[src/rtl/seq_divider.sv]
// Sequential restoring divider: one quotient bit per cycle, MSB first, n-cycle latency.
// Define DIV_SIGNED_EN for two's complement operands (truncating quotient, remainder signed like a).
module seq_divider #(
   parameter int n = 8
) (
   input  logic         clk,
   input  logic         rst,
   input  logic         start,
   input  logic [n-1:0] a,
   input  logic [n-1:0] b,
   output logic [n-1:0] quo,
   output logic [n-1:0] rem,
   output logic         busy,
   output logic         done,
   output logic         div_zero
);

   localparam int CW = (n > 2) ? $clog2(n) : 1;

   typedef enum logic [1:0] {
      IDLE,
      RUN,
      ZERO
   } state_t;

   state_t state;
   state_t next_state;

   logic [CW-1:0] count;
   logic [n-1:0]  work_r;
   logic [n-1:0]  work_q;
   logic [n-1:0]  divisor;

   logic [n:0]    shifted;
   logic [n:0]    trial;
   logic          q_bit;
   logic [n-1:0]  next_r;
   logic [n-1:0]  next_q;
   logic [n-1:0]  final_q;
   logic [n-1:0]  final_r;
   logic [n-1:0]  mag_a;
   logic [n-1:0]  mag_b;
   logic          last_iter;
   logic          accept;

   assign busy      = (state != IDLE);
   assign accept    = (state == IDLE) && start;
   assign last_iter = (count == CW'(n - 1));

   // The stored remainder is always below the divisor, so n bits suffice;
   // the shifted remainder and trial difference carry the extra sign bit.
   assign shifted = {work_r, work_q[n-1]};
   assign trial   = shifted - {1'b0, divisor};
   assign q_bit   = ~trial[n];
   assign next_r  = q_bit ? trial[n-1:0] : shifted[n-1:0];
   assign next_q  = {work_q[n-2:0], q_bit};

`ifdef DIV_SIGNED_EN
   logic neg_q;
   logic neg_r;

   assign mag_a   = a[n-1] ? -a : a;
   assign mag_b   = b[n-1] ? -b : b;
   assign final_q = neg_q ? -next_q : next_q;
   assign final_r = neg_r ? -next_r : next_r;

   always_ff @(posedge clk) begin
      if (rst) begin
         neg_q <= 1'b0;
         neg_r <= 1'b0;
      end else if (accept) begin
         neg_q <= a[n-1] ^ b[n-1];
         neg_r <= a[n-1];
      end
   end
`else
   assign mag_a   = a;
   assign mag_b   = b;
   assign final_q = next_q;
   assign final_r = next_r;
`endif

   always_ff @(posedge clk) begin
      if (rst) begin
         state <= IDLE;
      end else begin
         state <= next_state;
      end
   end

   always_comb begin
      next_state = state;
      case (state)
         IDLE: begin
            if (start) begin
               next_state = (b == '0) ? ZERO : RUN;
            end
         end
         RUN: begin
            if (last_iter) begin
               next_state = IDLE;
            end
         end
         ZERO:    next_state = IDLE;
         default: next_state = IDLE;
      endcase
   end

   // Visible results change only on the completing edge; work registers carry the iteration.
   always_ff @(posedge clk) begin
      if (rst) begin
         count    <= '0;
         work_r   <= '0;
         work_q   <= '0;
         divisor  <= '0;
         quo      <= '0;
         rem      <= '0;
         done     <= 1'b0;
         div_zero <= 1'b0;
      end else begin
         done <= 1'b0;
         case (state)
            IDLE: begin
               if (start) begin
                  div_zero <= 1'b0;
                  count    <= '0;
                  work_r   <= '0;
                  work_q   <= (b == '0) ? a : mag_a;
                  divisor  <= mag_b;
               end
            end
            RUN: begin
               work_r <= next_r;
               work_q <= next_q;
               count  <= count + 1'b1;
               if (last_iter) begin
                  quo  <= final_q;
                  rem  <= final_r;
                  done <= 1'b1;
               end
            end
            ZERO: begin
               quo      <= '1;
               rem      <= work_q;
               div_zero <= 1'b1;
               done     <= 1'b1;
            end
            default: ;
         endcase
      end
   end

endmodule

[config.mk]
export PLATFORM = sky130hd
export DESIGN_NAME = seq_divider
export DESIGN_NICKNAME = d
export VERILOG_FILES = /design/src/rtl/seq_divider.sv
export SDC_FILE = /design/constraint.sdc
export NUM_CORES = 1
export LEC_CHECK = 0
export ABC_CLOCK_PERIOD_IN_PS = 4850
export CAP_MARGIN = 25
export CORE_MARGIN = 3
export CORE_UTILIZATION = 30
export DETAILED_ROUTE_END_ITERATION = 10
export PLACE_DENSITY = 0.5
export SLEW_MARGIN = 10
export SYNTH_ARGS = -nofsm -noshare
export SYNTH_HDL_FRONTEND = slang
export SYNTH_SLANG_ARGS = --single-unit
[constraint.sdc]
create_clock -name clk -period 4.85 [get_ports clk]
set_clock_uncertainty 0.1 [all_clocks]
set_input_delay 0.485 -clock clk [delete_from_list [all_inputs] [get_ports clk]]
set_output_delay 0.485 -clock clk [all_outputs]
set_load 0.01 [all_outputs]
== Yosys cells after proc, flatten, opt, wreduce, memory -nomap -nowiden ==
Index checks and enable logic that the tools add are counted.

* $add $sub $neg: 2
* Equal/unequal tests: 5
* Muxes and demuxes: 19
* Bitwise gates (word level): 1
* Reduce and logical (&&, ||, !) cells: 11

{| class="wikitable"
|+ Operators with widths
! operator !! count
|-
| $pmux 8 s2 || 4
|-
| $mux 8 || 5
|-
| $reduce_and 2->1 || 5
|-
| $sub 9x8->9 || 1
|-
| $logic_not 8->1 || 1
|-
| $reduce_bool 2->1 || 4
|-
| $mux 2 || 3
|-
| $pmux 3 s2 || 1
|-
| $ne 2x2->1 const B || 2
|-
| $pmux 1 s2 || 2
|-
| $pmux 2 s2 || 1
|-
| $add 3x1->3 const B || 1
|-
| $eq 3x3->1 const B || 1
|-
| $mux 3 || 1
|-
| $eq 2x1->1 const B || 1
|-
| $eq 2x2->1 const B || 1
|-
| $logic_not 2->1 || 1
|-
| $mux 1 || 2
|-
| $not 1->1 || 1
|}

* Flip-flop bits (word level): 47
* Input bits: 19
* Output and inout port bits: 19
* Logic and storage cells: 47

== Depth between registers and ports, before layout ==
* Word-level depth: 4
* Mapped depth: 9
* Mapped depth without buffers: 9

== Least setup slack after synthesis ==
No wires, ideal clock.

* Path kind: reg2reg
* Start: reg work_q[7]
* End: reg rem[7]
* Setup time: 0.120 ns
* Data arrival time: 2.730 ns
* Data required time: 4.630 ns
* Slack: 1.900 ns
* Stages on the path, launching flop included: 10
* Buffers on the path: 0
* Period minus slack after synthesis: 2.950 ns
* Path through: dfxtp_1 inv_1 ha_1 fa_1 nand2b_1 a211oi_2 mux2i_1 a2111oi_4 mux2_2 o31a_1

* Longest elaborated chain between the ends: 4

{| class="wikitable"
|+ Ends and longest elaborated chain
! element !! RTL line !! RTL
|-
| start, declared || 31 || <nowiki>logic [n-1:0] work_q;</nowiki>
|-
| start signal, assigned || 128 || <nowiki>work_q <= (b == '0) ? a : mag_a;</nowiki>
|-
| start signal, assigned || 134 || <nowiki>work_q <= next_q;</nowiki>
|-
| $sub 9x8->9 || 53 || <nowiki>assign trial = shifted - {1'b0, divisor};</nowiki>
|-
| $mux 8 || 55 || <nowiki>assign next_r = q_bit ? trial[n-1:0] : shifted[n-1:0];</nowiki>
|-
| $mux 8 || 136 || <nowiki>if (last_iter) begin</nowiki>
|-
| $pmux 8 s2 * || 122 || <nowiki>case (state)</nowiki>
|-
| end signal, assigned || 138 || <nowiki>rem <= final_r;</nowiki>
|-
| end signal, assigned || 144 || <nowiki>rem <= work_q;</nowiki>
|-
| end, declared || 12 || <nowiki>output logic [n-1:0] rem,</nowiki>
|}

Mark *: on every way between the ends. The rest lies on a longest branch, timed or not. The select of a mux whose other input is x is not followed.
A chain may end at the register's enable or synchronous reset.

== Worst setup path after layout ==
Ends and elaborated chain as after synthesis.

==> flow_summary.toml <==
[finish]
finalNetCount = 356
nFillCells = 834
regArea_sq_um = 941
syn_to_final_growth_pct = 20.5
multi_input_area_sq_um = 1390
utilization = 0.382
layout-drive-gt1-share = 0.0741
diodes = 0

[clock_tree]
cts-root-buf = "clkbuf_8"
cts_setup_buffers = 0
clkLatencyLatePin_ns = 0.30
cts_max_level = 2
clkTransAtPathRegs_ns = 0.08
numCtsBuffers = 5
cts_buffer_depth = 2
cts_resized = 0
cts_sinks = 47
hold_buffers = 0
cts_tree = "yes"

[worst_setup_path]
worstSetupPathType = "reg -> reg"
start_kind = "flip-flop"
crit_chain = "inv_1, ha_1, fa_1, nand2b_1, a211oi_2, mux2i_1, a2111oi_4, mux2_2, o31a_1"
cp-end-kind = "flip-flop"
cp_slowest_cell = "a2111oi_4"
worst_ep_arrival_time_ns = 3.37
crit_fanout = 10
reg2reg_slack_ns = 1.58
required_ns = 4.94
critPathMaxStageDelay_ns = 0.82

[sta]
holdWs_ns = 0.360
final-setup-viol-count = 0
post-route-period-util = 0.675
report.final.slew_viol_count = 0
grt_setup_unrepaired = "no"
fin_crit_ns = 3.27
timing.final.ws_setup_ns = 1.58
tns_ns = 0
hold_viol = 0
worst_slew_pin_slew_ns = 0.873
max_slew_margin = 0.418
timing.fmax_ghz = 0.305

[pwr]
p_sw_frac = 0.279
power_frac_seq = 0.458
leakage_nw = 1.11
pwr-share-comb = 0.215
power.switching_mw = 0.255
ir_drop_mv = 0.163
intPower_mw = 0.657
power_frac_clock = 0.327
power_mw = 0.911
power_density_nw_per_um2 = 301

[yosys]
async_flop_share = 0
ys.flop_type = "dfxtp_1"
synth.yosys.seq_area_share = 0.374
synth_edf_count = 0
synth.top_cell.area_share = 0.374
synth_cells = 293
synth-seq-cells = 47
synth_cell_types = 46
synth_fp_nets = 326
avgSynthCellArea_sq_um = 8.58
ys_top_cells_by_area = "dfxtp_1 (37%), ha_1 (6.5%), mux2i_1 (5.6%)"
synth_largest_area_cell = "dfxtp_1"
ys_warn_count = 0
synth_area_sq_um = 2510

[detailed_routing]
drt_iter0_markers = 83
drt-wirelength-per-cell_microns = 14.3
ant_nets = 0
wl_microns = 6100
first_pass_iters = 4
via_per_inst = 4.93
drcViolationCount = 0
vias = 2099

[floorplanning]
core_sq_um = 7930
die_width_microns = 97.6
ios = 38
dieArea_sq_um = 9520
die_h_microns = 97.6
rows = 32
start_util = 0.317

[grt]
grt_pass1_vias = 2087
antenna_found_initial = 0
grt_pass1_wl_microns = 10300
grt_max_degree = 44
grt_util_all_layers = 0.132
grt_overflow = 0

[placement]
dp_hpwl_microns = 4510
gp_congestion = 0.774
portBuffers = 37
pre_cts_slack_ns = 1.60

[outcome]
outcome = "finished clean"

[run]
maxCapViolCount = 0

[worst_hold_path]
min_path_type = "reg -> reg"
-- cells in the mapped netlist (all sizes together) (2+ instances only) --
master	number
and3	3
a311oi	2
a221oi	5
a311o	2
dfxtp	47
nor4	3
nor2	32
a32oi	3
ha	13
a21o	2
nand2b	7
nand2	34
a211oi	12
xnor2	2
mux2i	14
clkbuf	8
nand3	3
mux2	3
o22ai	3
o21ai	14
a21oi	25
inv	16
nor3	15
and2	2
buf	9
-- flip-flops by register name, indices dropped and copies added (netlist names) --
register	count
count	3
div_zero	1
divisor	8
done	1
quo	8
rem	8
state	2
work_q	8
work_r	8
-- critical path: cells and delay by family (launching register included) --
family / cells / cell delay [ns]
compound gates: 3 / 1.27
fa+ha+maj: 2 / 0.64
buf+inv: 1 / 0.07
flops: 1 / 0.33
mux: 2 / 0.57
simple gates: 1 / 0.19
-- cell type report --
type	instances	area share
multi-input cells	213	0.459
flip-flops and latches	47	0.310
repair buffers	40	0.130
well taps	102	0.0421
clock buffers	6	0.0272
inverters	16	0.0198
clock inverters	2	0.0116
-- worst paths after layout --
check | startpoint | to | cells after the start
setup / recovery | work_q[7] | rem[7] | 9
hold / removal | divisor[4] | divisor[4] | 2
setup reg to reg | work_q[7] | rem[7] | 9
hold reg to reg | divisor[4] | divisor[4] | 2
-- power groups by stage --
stage / combinational [mW] / sequential (mW) / clock, mW
4_1_cts: 0.199 / 0.417 / 0.310
3_3_place_gp: 0.197 / 0.426 / 0
6_report: 0.196 / 0.417 / 0.298
3_5_place_dp: 0.198 / 0.427 / 0
2_1_floorplan: 0.148 / 0.421 / 0
5_1_grt: 0.219 / 0.420 / 0.324
-- cell usage in the layout (no fill, tap or decap), types with 2 or more instances in the layout --
| master | instances |
|---|---|
| a211oi_1 | 11 |
| o21ai_0 | 13 |
| nor4_1 | 3 |
| nor2_1 | 32 |
| nand2_1 | 34 |
| nor3_1 | 15 |
| clkbuf_8 | 6 |
| clkdlybuf4s50_1 | 37 |
| nand3_1 | 3 |
| ha_1 | 13 |
| and2_1 | 2 |
| nand2b_1 | 7 |
| buf_4 | 3 |
| dfxtp_1 | 47 |
| a311o_1 | 2 |
| mux2i_1 | 14 |
| a32oi_1 | 3 |
| o22ai_1 | 3 |
| and3_1 | 2 |
| a221oi_2 | 5 |
| a21oi_1 | 25 |
| mux2_2 | 3 |
| inv_1 | 16 |
| a311oi_1 | 2 |
| xnor2_1 | 2 |
-- logic make-up (layout without fill, tap and decap cells) --
kind of cell | Yosys count | count (layout) | share of synthesized area
compound gates | 76 | 76 | 0.217
buf+inv | 33 | 64 | 0.0721
fa+ha+maj | 14 | 14 | 0.0726
flops | 47 | 47 | 0.374
simple gates | 103 | 103 | 0.184
xor+xnor | 3 | 3 | 0.0104
mux | 17 | 17 | 0.0692
-- per-layer routing --
metal  up-vias  routed length (microns)  track usage
met2        40                     2750        0.202
met3         5                      223       0.0273
met4         0                       64       0.0351
li1       1101                        -            -
met5         -                        0            0
met1       953                     3060        0.187
-- through the flow --
stage | instance area, sq um | cells
floorplan | 2510 | 293
global route | 3030 | 426
CTS | 3020 | 425
finish | 3030 | 426
global placement | 2910 | 417
detailed placement | 2910 | 417
Power figures use the tool's default switching activity.
